File: config.mk
export PLATFORM = sky130hd
export DESIGN_NAME = id_ex_alu_stage
export DESIGN_NICKNAME = d
export VERILOG_FILES = /design/src/rtl/id_ex_alu_stage.sv
export SDC_FILE = /design/constraint.sdc
export NUM_CORES = 1
export LEC_CHECK = 0
export BUFFER_PORTS_ARGS = -buffer_cell sky130_fd_sc_hd__buf_2
export CORE_AREA = 2 2 117 119
export CTS_CLUSTER_SIZE = 12
export DETAILED_ROUTE_END_ITERATION = 10
export DIE_AREA = 0 0 119 121
export GPL_TIMING_DRIVEN = 0
export PLACE_DENSITY = 0.66
export SLEW_MARGIN = 20
export SYNTH_ARGS = -nofsm -noshare
export SYNTH_HDL_FRONTEND = slang
export SYNTH_SLANG_ARGS = --single-unit
export TNS_END_PERCENT = 30
File: constraint.sdc
create_clock -name clk -period 5.3 [get_ports clk]
set_input_delay 0.53 -clock clk [delete_from_list [all_inputs] [get_ports clk]]
set_output_delay 0.53 -clock clk [all_outputs]
set_load 0.02 [all_outputs]
File: src/rtl/id_ex_alu_stage.sv
// id_ex_alu_stage: ID/EX pipeline register with ALU-control decode and operand forwarding.
// Define ALU_FORWARD_EN to forward EX/MEM and MEM/WB results onto the operands.
module id_ex_alu_stage #(
  parameter int WIDTH    = 32,
  parameter int REG_BITS = 5
) (
  input  logic                clk,
  input  logic                rst,
  input  logic                stall,
  input  logic                flush,
  input  logic                id_valid,
  input  logic [5:0]          id_opcode,
  input  logic [5:0]          id_funct,
  input  logic [REG_BITS-1:0] id_rs,
  input  logic [REG_BITS-1:0] id_rt,
  input  logic [REG_BITS-1:0] id_rd,
  input  logic [WIDTH-1:0]    id_rs_data,
  input  logic [WIDTH-1:0]    id_rt_data,
  input  logic [15:0]         id_imm,
  input  logic                exmem_regwrite,
  input  logic [REG_BITS-1:0] exmem_rd,
  input  logic [WIDTH-1:0]    exmem_result,
  input  logic                memwb_regwrite,
  input  logic [REG_BITS-1:0] memwb_rd,
  input  logic [WIDTH-1:0]    memwb_result,
  output logic                ex_valid,
  output logic [3:0]          ex_alu_op,
  output logic                ex_sub,
  output logic                ex_cin,
  output logic [WIDTH-1:0]    ex_a,
  output logic [WIDTH-1:0]    ex_b,
  output logic [WIDTH-1:0]    ex_store_data,
  output logic [REG_BITS-1:0] ex_dest,
  output logic                ex_regwrite,
  output logic                ex_memread,
  output logic                ex_memwrite,
  output logic                ex_branch,
  output logic                ex_illegal
);
  localparam logic [3:0] OP_AND = 4'b0000, OP_OR = 4'b0001, OP_ADD = 4'b0010,
                         OP_SUB = 4'b0110, OP_SLT = 4'b0111, OP_NOR = 4'b1100;
  logic                w_ok, w_rtype, w_use_imm, w_sext, w_wr, w_mr, w_mw, w_br;
  logic [3:0]          w_op;
  logic [REG_BITS-1:0] w_dest;
  logic [WIDTH-1:0]    w_imm, w_rs_fwd, w_rt_fwd;
  logic                r_valid, r_sub, r_regwrite, r_memread, r_memwrite, r_branch;
  logic                r_illegal, r_use_imm;
  logic [3:0]          r_alu_op;
  logic [REG_BITS-1:0] r_dest, r_rs, r_rt;
  logic [WIDTH-1:0]    r_rs_data, r_rt_data, r_imm;
  always_comb begin
    w_ok      = 1'b1;
    w_op      = OP_AND;
    w_rtype   = 1'b0;
    w_use_imm = 1'b0;
    w_sext    = 1'b1;
    w_wr      = 1'b0;
    w_mr      = 1'b0;
    w_mw      = 1'b0;
    w_br      = 1'b0;
    case (id_opcode)
      6'h00: begin
        w_rtype = 1'b1;
        w_wr    = 1'b1;
        case (id_funct)
          6'h20, 6'h21: w_op = OP_ADD;
          6'h22, 6'h23: w_op = OP_SUB;
          6'h24:        w_op = OP_AND;
          6'h25:        w_op = OP_OR;
          6'h27:        w_op = OP_NOR;
          6'h2A:        w_op = OP_SLT;
          default:      w_ok = 1'b0;
        endcase
      end
      6'h08, 6'h09: begin w_op = OP_ADD; w_use_imm = 1'b1; w_wr = 1'b1; end
      6'h0A:        begin w_op = OP_SLT; w_use_imm = 1'b1; w_wr = 1'b1; end
      6'h0C:        begin w_op = OP_AND; w_use_imm = 1'b1; w_wr = 1'b1; w_sext = 1'b0; end
      6'h0D:        begin w_op = OP_OR;  w_use_imm = 1'b1; w_wr = 1'b1; w_sext = 1'b0; end
      6'h23:        begin w_op = OP_ADD; w_use_imm = 1'b1; w_wr = 1'b1; w_mr = 1'b1; end
      6'h2B:        begin w_op = OP_ADD; w_use_imm = 1'b1; w_mw = 1'b1; end
      6'h04, 6'h05: begin w_op = OP_SUB; w_br = 1'b1; end
      default:      w_ok = 1'b0;
    endcase
  end
  assign w_dest = w_rtype ? id_rd : id_rt;
  assign w_imm  = w_sext ? {{(WIDTH-16){id_imm[15]}}, id_imm} : {{(WIDTH-16){1'b0}}, id_imm};
  // Bubbles clear every field, so a dead slot never forwards or writes back.
  always_ff @(posedge clk) begin
    if (rst || flush || (!stall && !(id_valid && w_ok))) begin
      r_valid    <= 1'b0;
      r_alu_op   <= OP_AND;
      r_sub      <= 1'b0;
      r_regwrite <= 1'b0;
      r_memread  <= 1'b0;
      r_memwrite <= 1'b0;
      r_branch   <= 1'b0;
      r_illegal  <= !rst && !flush && id_valid && !w_ok;
      r_use_imm  <= 1'b0;
      r_dest     <= '0;
      r_rs       <= '0;
      r_rt       <= '0;
      r_rs_data  <= '0;
      r_rt_data  <= '0;
      r_imm      <= '0;
    end else if (!stall) begin
      r_valid    <= 1'b1;
      r_alu_op   <= w_op;
      r_sub      <= (w_op == OP_SUB) || (w_op == OP_SLT);
      r_regwrite <= w_wr && (w_dest != '0);
      r_memread  <= w_mr;
      r_memwrite <= w_mw;
      r_branch   <= w_br;
      r_illegal  <= 1'b0;
      r_use_imm  <= w_use_imm;
      r_dest     <= w_dest;
      r_rs       <= id_rs;
      r_rt       <= id_rt;
      r_rs_data  <= id_rs_data;
      r_rt_data  <= id_rt_data;
      r_imm      <= w_imm;
    end
  end
`ifdef ALU_FORWARD_EN
  logic w_rs_ex, w_rs_wb, w_rt_ex, w_rt_wb;
  assign w_rs_ex  = exmem_regwrite && (exmem_rd != '0) && (exmem_rd == r_rs);
  assign w_rs_wb  = memwb_regwrite && (memwb_rd != '0) && (memwb_rd == r_rs);
  assign w_rt_ex  = exmem_regwrite && (exmem_rd != '0) && (exmem_rd == r_rt);
  assign w_rt_wb  = memwb_regwrite && (memwb_rd != '0) && (memwb_rd == r_rt);
  assign w_rs_fwd = w_rs_ex ? exmem_result : w_rs_wb ? memwb_result : r_rs_data;
  assign w_rt_fwd = w_rt_ex ? exmem_result : w_rt_wb ? memwb_result : r_rt_data;
`else
  logic w_unused;
  assign w_unused = ^{exmem_regwrite, exmem_rd, exmem_result, memwb_regwrite, memwb_rd,
                      memwb_result, r_rs, r_rt};
  assign w_rs_fwd = r_rs_data;
  assign w_rt_fwd = r_rt_data;
`endif
  assign ex_valid      = r_valid;
  assign ex_alu_op     = r_alu_op;
  assign ex_sub        = r_sub;
  assign ex_cin        = r_sub;
  assign ex_a          = w_rs_fwd;
  assign ex_b          = r_use_imm ? r_imm : w_rt_fwd;
  assign ex_store_data = w_rt_fwd;
  assign ex_dest       = r_dest;
  assign ex_regwrite   = r_regwrite;
  assign ex_memread    = r_memread;
  assign ex_memwrite   = r_memwrite;
  assign ex_branch     = r_branch;
  assign ex_illegal    = r_illegal;
endmodule

==> results of run 1 <==
power groups by stage:
stage | logic (uW) | clock network, uW | registers, uW
global route | 177 | 720 | 749
floorplan | 83.8 | 0 | 773
detailed placement | 161 | 0 | 766
global placement | 160 | 0 | 766
finish | 160 | 663 | 749
CTS | 162 | 687 | 749
sequential cells by signal, indices dropped and copies added, names as in the netlist:
name and count:
ex_a 32, ex_alu_op 4, ex_branch 1, ex_cin 1, ex_dest 5, ex_illegal 1, ex_memread 1, ex_memwrite 1
ex_regwrite 1, ex_store_data 32, ex_valid 1, r_imm 17, r_use_imm 1
worst register-to-register path: stages, from the launching register on:
cell and delay (ns):
dfxtp_1 0.31, clkbuf_1 0.36, clkbuf_1 0.52, a22oi_1 0.18, nor2_1 0.11
layout make-up:
class / instances / area (um2) / area share
Clock inverter: 5 / 51.3 / 0.00882
Timing Repair Buffer: 218 / 1090 / 0.188
Multi-Input combinational cell: 293 / 1990 / 0.342
Tap cell: 176 / 220 / 0.0379
Sequential cell: 98 / 1970 / 0.339
Clock buffer: 11 / 253 / 0.0435
Buffer: 33 / 158 / 0.0271
Inverter: 21 / 78.8 / 0.0136
cell usage after synthesis (4+ instances only):
| cell type | n |
|---|---|
| dfxtp_1 | 97 |
| nor2_1 | 95 |
| mux2i_1 | 81 |
| clkbuf_1 | 27 |
| inv_1 | 21 |
| mux2_2 | 21 |
| nand2_1 | 21 |
| o21ai_0 | 19 |
| a21oi_1 | 11 |
| nand3_1 | 5 |
| buf_6 | 4 |
| or2_2 | 4 |
path summary, 6_finish.rpt:
kind	slack [ns]	end	startpoint
worst max-delay path	2.69	ex_b[15]	r_use_imm
worst max register to register	3.77	r_use_imm	r_use_imm
worst min-delay path	0.42	ex_a[3]	id_rs_data[3]
worst min register to register	0.45	ex_valid	ex_valid
cell families (layout without fill, tap and decap cells):
| group | Yosys count | count (layout) |
|---|---|---|
| buffers and inverters | 54 | 288 |
| adders and majority gates | 1 | 1 |
| DFF | 98 | 98 |
| AOI/OAI and AO/OA | 50 | 50 |
| muxes | 102 | 102 |
| and+or+nand+nor | 139 | 139 |
| xor gates and xnor gates | 1 | 1 |
per-layer routing:
layer,up-vias,track usage
met5,-,0
met1,1755,0.220
met3,12,0.0395
met4,0,0.0603
li1,1966,-
met2,142,0.285
through the flow:
stage	total power [uW]	util	hold WS, ns	setup WS, ns
2_1_floorplan	857	-	0.441	3.19
3_3_place_gp	925	0.421	0.436	2.41
3_5_place_dp	927	0.421	0.443	2.37
4_1_cts	1600	0.444	0.404	2.62
5_1_grt	1650	0.444	0.414	2.51
6_report	1570	0.444	0.419	2.69
==> qor.csv, run 1 <==
metric,value,unit
Post-synth ARST share,0,
Worst Max-Slew Pin Slew,0.788,ns
initial antenna violation count,0,
max-cap check violation count,0,
Syn Area/Cell,9.43,um2
Crit path arrival time,2.08,ns
row count,42,
placed cells,839,
sw frac,0.230,
Core Area,13100,um2
CP dominant cell by count,clkbuf_1,
CTS Hold Bufs,0,
grt ovf,0,
via count,3875,
HPWL after detailed placement,9260,um
Post-Route Setup TNS,0,ns
gr usage total,0.172,
Pint,1210,uW
"commonest cells after routing, fill and taps aside","buf_2, dfxtp_1, nor2_1",
DRT iter0 DRCs,169,
die height,121,um
vias in the first global route,3815,
DR pass1 iterations,4,
Area contributors post-synth,"dfxtp_1, mux2i_1, nor2_1",
fraction of layout cells with a size suffix above 1,0.396,
CP endpoint kind,output pin,
unrepaired setup endpoints after global routing,false,
Worst Skew,0,ns
post-CTS sizing,0,
routed wl met2,5820,um
Peak Freq,0.382,GHz
top cell type's share of synthesized area,0.463,
postcts setup bufs,0,
Cell Pwr Density,270,nW/um2
Final Critical Period,2.61,ns
Hold Path Stages,3,
Post-Synth Simple-Gate Area,0.144,
antenna cell count,0,
TritonCTS clock tree,done,
CP top delay family,buffers and inverters,
worst setup path category,register to output pin,
wire per inst,14.2,um
clock buffer count from CTS,9,
DP Area,5510,um2
Final ANT Viol Nets,0,
IO Pins,301,
Compound-Gate Fraction of Synth Area,0.0763,
CTS max path bufs,2,
routability cong.,0.929,
worst path cell trace,clkbuf_1 -> clkbuf_1 -> mux2_2 -> buf_2,
Area growth syn-to-layout,38.5,%
first-pass GRT wire length,19400,um
sequential group share of total power,0.476,
P_sw,362,uW
Gate power share,0.102,
Max VDD drop,0.139,mV
clk slew on worst S/H paths,0.06,ns
CTS sink cnt,98,
critical path's slowest cell,clkbuf_1,
# DRC,0,
Worst-Skew Late Latency,0.34,ns
Synth Flop Type,dfxtp_1,
final worst-path cycle share,0.493,
"Seq/Total Area, Yosys",0.470,
CTS H-Tree Depth,3,
IO Port Bufs,218,
Rel. slew slack,0.472,
Netlist cell types,42,
Max Slew Vio Count,0,
Initial Util,0.321,
buffers and inverters on the worst path,3,
XOR/XNOR Fraction of Synth Area,0.00209,
cell taking the most area after synthesis,dfxtp_1,
Mapped Cells,445,
Yosys Warn Count,0,
filler cell count,1347,
Final setup viols,0,
"FF+latch count, synth",98,
Hold Path Class,input port to register,
Post-synth EDFFs,1,
root buf cell,clkbuf_16,
outcome,completed,
"most common cell after layout, fill and taps aside",buf_2,
worst r2r path cells,4,
total routed wirelength,12100,um
Synthesized Nets,633,
portion of netlist area occupied by mux cells,0.249,
Top Layer Used,met4,
Critical Path Stages,4,
Worst Path Max Fanout,10,
met3 wire len,787,um
die width,119,um
routed vias/inst,4.53,
final hold viol count,0,
CP startpoint kind,register,
final std cells w/o fill,855,
DIE AREA,14400,um2
post-route cell area,5810,um2
wl on met1,5380,um
Final Net Count,862,
Pleak,0.00292,uW
Synth Area in Adders,0.00238,
main combinational cell family by area after synthesis,multiplexers,
largest net degree at the start of global routing,16,
CP required,4.77,ns
clock share of power,0.422,
crit-path max cell delay,0.52,ns
"Cell Area, Synth",4200,um2
Power figures use the tool's default switching activity.
==> run 2, diff against run 1 <==
--- a/config.mk
+++ b/config.mk
@@ -5,13 +5,14 @@
 export SDC_FILE = /design/constraint.sdc
 export NUM_CORES = 1
 export LEC_CHECK = 0
+export ABC_AREA = 1
 export BUFFER_PORTS_ARGS = -buffer_cell sky130_fd_sc_hd__buf_2
-export CORE_AREA = 2 2 117 119
+export CORE_AREA = 2 2 116 118
 export CTS_CLUSTER_SIZE = 12
 export DETAILED_ROUTE_END_ITERATION = 10
-export DIE_AREA = 0 0 119 121
+export DIE_AREA = 0 0 118 120
 export GPL_TIMING_DRIVEN = 0
-export PLACE_DENSITY = 0.66
+export PLACE_DENSITY = 0.73
 export SLEW_MARGIN = 20
 export SYNTH_ARGS = -nofsm -noshare
 export SYNTH_HDL_FRONTEND = slang
==> constraint.sdc (replaced) <==
create_clock -name clk -period 2.1 [get_ports clk]
set_input_delay 0.21 -clock clk [delete_from_list [all_inputs] [get_ports clk]]
set_output_delay 0.21 -clock clk [all_outputs]
set_load 0.02 [all_outputs]
==> run 2 against run 1 <==
Synthesized cell count grew 28%. Critical path type unchanged. Sequential power grew to 2.6 times the previous value. Combinational power rose to 3.6 times the previous value. Total power rose to 2.7 times the previous value. Worst setup slack lost 2.5 ns. Core utilization is 3.0 points higher. Non-clock buffer count grew 10. Global-route usage up 2.8 points. Via count increased by 19%. Wire length up 19%.
==> qor.csv, run 2 <==
metric,value,unit
Synthesized Nets,757,
max-cap check violation count,0,
Worst Max-Slew Pin Slew,0.845,ns
CTS sink cnt,98,
Syn Area/Cell,7.98,um2
gr usage total,0.200,
CP startpoint kind,register,
Post-synth top cells,"nand2_1, dfxtp_1, o21ai_0",
top-count cell post-synth,nand2_1,
largest net degree at the start of global routing,16,
outcome,completed,
Pleak,0.00311,uW
CP required,1.89,ns
grt ovf,0,
Max VDD drop,0.479,mV
Cell Pwr Density,677,nW/um2
filler cell count,1347,
Final setup viols,0,
final worst-path cycle share,0.913,
Initial Util,0.350,
Hold EP,ex_a[26],
die height,120,um
top cell type's share of synthesized area,0.428,
"Seq/Total Area, Yosys",0.434,
DR pass1 iterations,4,
placed cells,963,
row count,42,
initial antenna violation count,0,
Peak Freq,0.522,GHz
Multi-input gate area,2140,um2
HPWL after detailed placement,11000,um
Synth Flop Type,dfxtp_1,
CP endpoint kind,output pin,
Top Layer Used,met4,
final hold slack,0.117,ns
# DRC,0,
Post-synth EDFFs,1,
cell taking the most area after synthesis,dfxtp_1,
wl on met1,6300,um
"commonest cells after routing, fill and taps aside","buf_2, nand2_1, dfxtp_1",
Hold Path Stages,3,
Critical R2R Capture,r_use_imm,
Hold Path Class,input port to register,
Area contributors post-synth,"dfxtp_1, mux2i_1, nand2_1",
die width,118,um
fraction of layout cells with a size suffix above 1,0.371,
worst setup path category,register to output pin,
Rel. slew slack,0.437,
Worst Path Max Fanout,10,
reg2reg setup slack,1.07,ns
Worst-Skew Late Latency,0.34,ns
worst r2r path cells,3,
final core occ,0.474,
met3 wire len,917,um
routed wl met2,6920,um
routed vias/inst,4.71,
via count,4609,
"most common cell after layout, fill and taps aside",buf_2,
Max Slew Vio Count,0,
Crit path arrival time,1.71,ns
IO Port Bufs,218,
total routed wirelength,14400,um
"Cell Area, Synth",4540,um2
hold_sp,id_rs_data[26],
Yosys Warn Count,0,
routability cong.,0.896,
antenna cell count,0,
Post-Route Setup TNS,0,ns
"FF+latch count, synth",98,
final hold viol count,0,
IO Pins,301,
DIE AREA,14200,um2
CTS max path bufs,2,
first-pass GRT wire length,22200,um
Post-synth ARST share,0,
CTS H-Tree Depth,3,
wire per inst,14.7,um
Reg area,1970,um2
CTS Hold Bufs,0,
clk slew on worst S/H paths,0.06,ns
TritonCTS clock tree,done,
Final ANT Viol Nets,0,
clock buffer count from CTS,9,
Worst Skew,0,ns
unrepaired setup endpoints after global routing,false,
Final Net Count,986,
Final Critical Period,1.92,ns
Area growth syn-to-layout,35.6,%
DRT iter0 DRCs,164,
Mapped Cells,569,
R2R Path Start,r_use_imm,
vias in the first global route,4415,
final std cells w/o fill,979,
Netlist cell types,23,
Core Area,13000,um2
root buf cell,clkbuf_16,
==> run 2: cell count changes in the layout (fill, tap and decap cells not counted), moves of 7 or more <==
| cell | before | now |
|---|---|---|
| nand2_1 | 21 | 100 |
| nor2_1 | 95 | 18 |
| o21ai_0 | 19 | 70 |
| a21oi_1 | 11 | 59 |
| a21oi_2 | 0 | 40 |
| inv_1 | 21 | 57 |
| mux2i_1 | 81 | 47 |
| mux2_2 | 21 | 0 |
| buf_2 | 218 | 227 |
| o21ai_1 | 0 | 9 |
| nand4_1 | 0 | 7 |
==> run 2: power breakdown <==
group	total (uW)	switching [uW]	internal, uW	leakage [uW]
combinational	582	355	227	0.00217
clock	1650	719	934	0.000148
sequential	1930	23.7	1910	0.000798
==> run 2: what timing repair did <==
action                                  4_1_cts  5_1_grt
endpoints found under the setup margin       10       10
setup buffers                                 0        0
resized for setup                             1        2
==> run 2: area by class of cell <==
cell class	instances	area share
Clock inverter	3	0.00345
Buffer	43	0.0352
Sequential cell	98	0.320
Inverter	57	0.0347
Tap cell	176	0.0358
Timing Repair Buffer	218	0.177
Clock buffer	13	0.0455
Multi-Input combinational cell	371	0.348
==> run 2: cells by family (layout without fill, tap and decap cells) <==
| kind of cell | after synthesis | count (layout) | synth area share |
|---|---|---|---|
| mux | 47 | 47 | 0.104 |
| simple gates | 144 | 144 | 0.136 |
| compound gates | 180 | 180 | 0.232 |
| buf+inv | 100 | 334 | 0.0942 |
| flops | 98 | 98 | 0.434 |
==> run 2: how the worst max path moves through the flow <==
stage,from,end
after detailed placement,stall,ex_a[24]
after CTS,r_use_imm,ex_b[12]
after global routing,r_use_imm,ex_b[4]
final,r_use_imm,ex_b[4]
after global placement,stall,ex_a[24]
after floorplan,stall,ex_a[18]
==> run 2: worst max-delay path, stage by stage (launching register included) <==
cell      delay, ns
dfxtp_1        0.41
clkbuf_1       0.52
nand2_1        0.11
o21ai_0        0.12
buf_2          0.21
==> run 2: metrics by stage <==
step | area (um2) | setup WS, ns | total power [uW]
floorplan | 4540 | 0.630 | 2320
global placement | 5850 | 0.0213 | 2550
detailed placement | 5850 | -0.0170 | 2560
CTS | 6160 | 0.0448 | 4220
global route | 6160 | 0.0324 | 4330
finish | 6160 | 0.184 | 4170
==> run 2: metal layers <==
metal | up-vias | track usage
met3 | 22 | 0.0566
met1 | 2078 | 0.235
met5 | - | 0
met2 | 166 | 0.345
met4 | 0 | 0.0783
li1 | 2343 | -
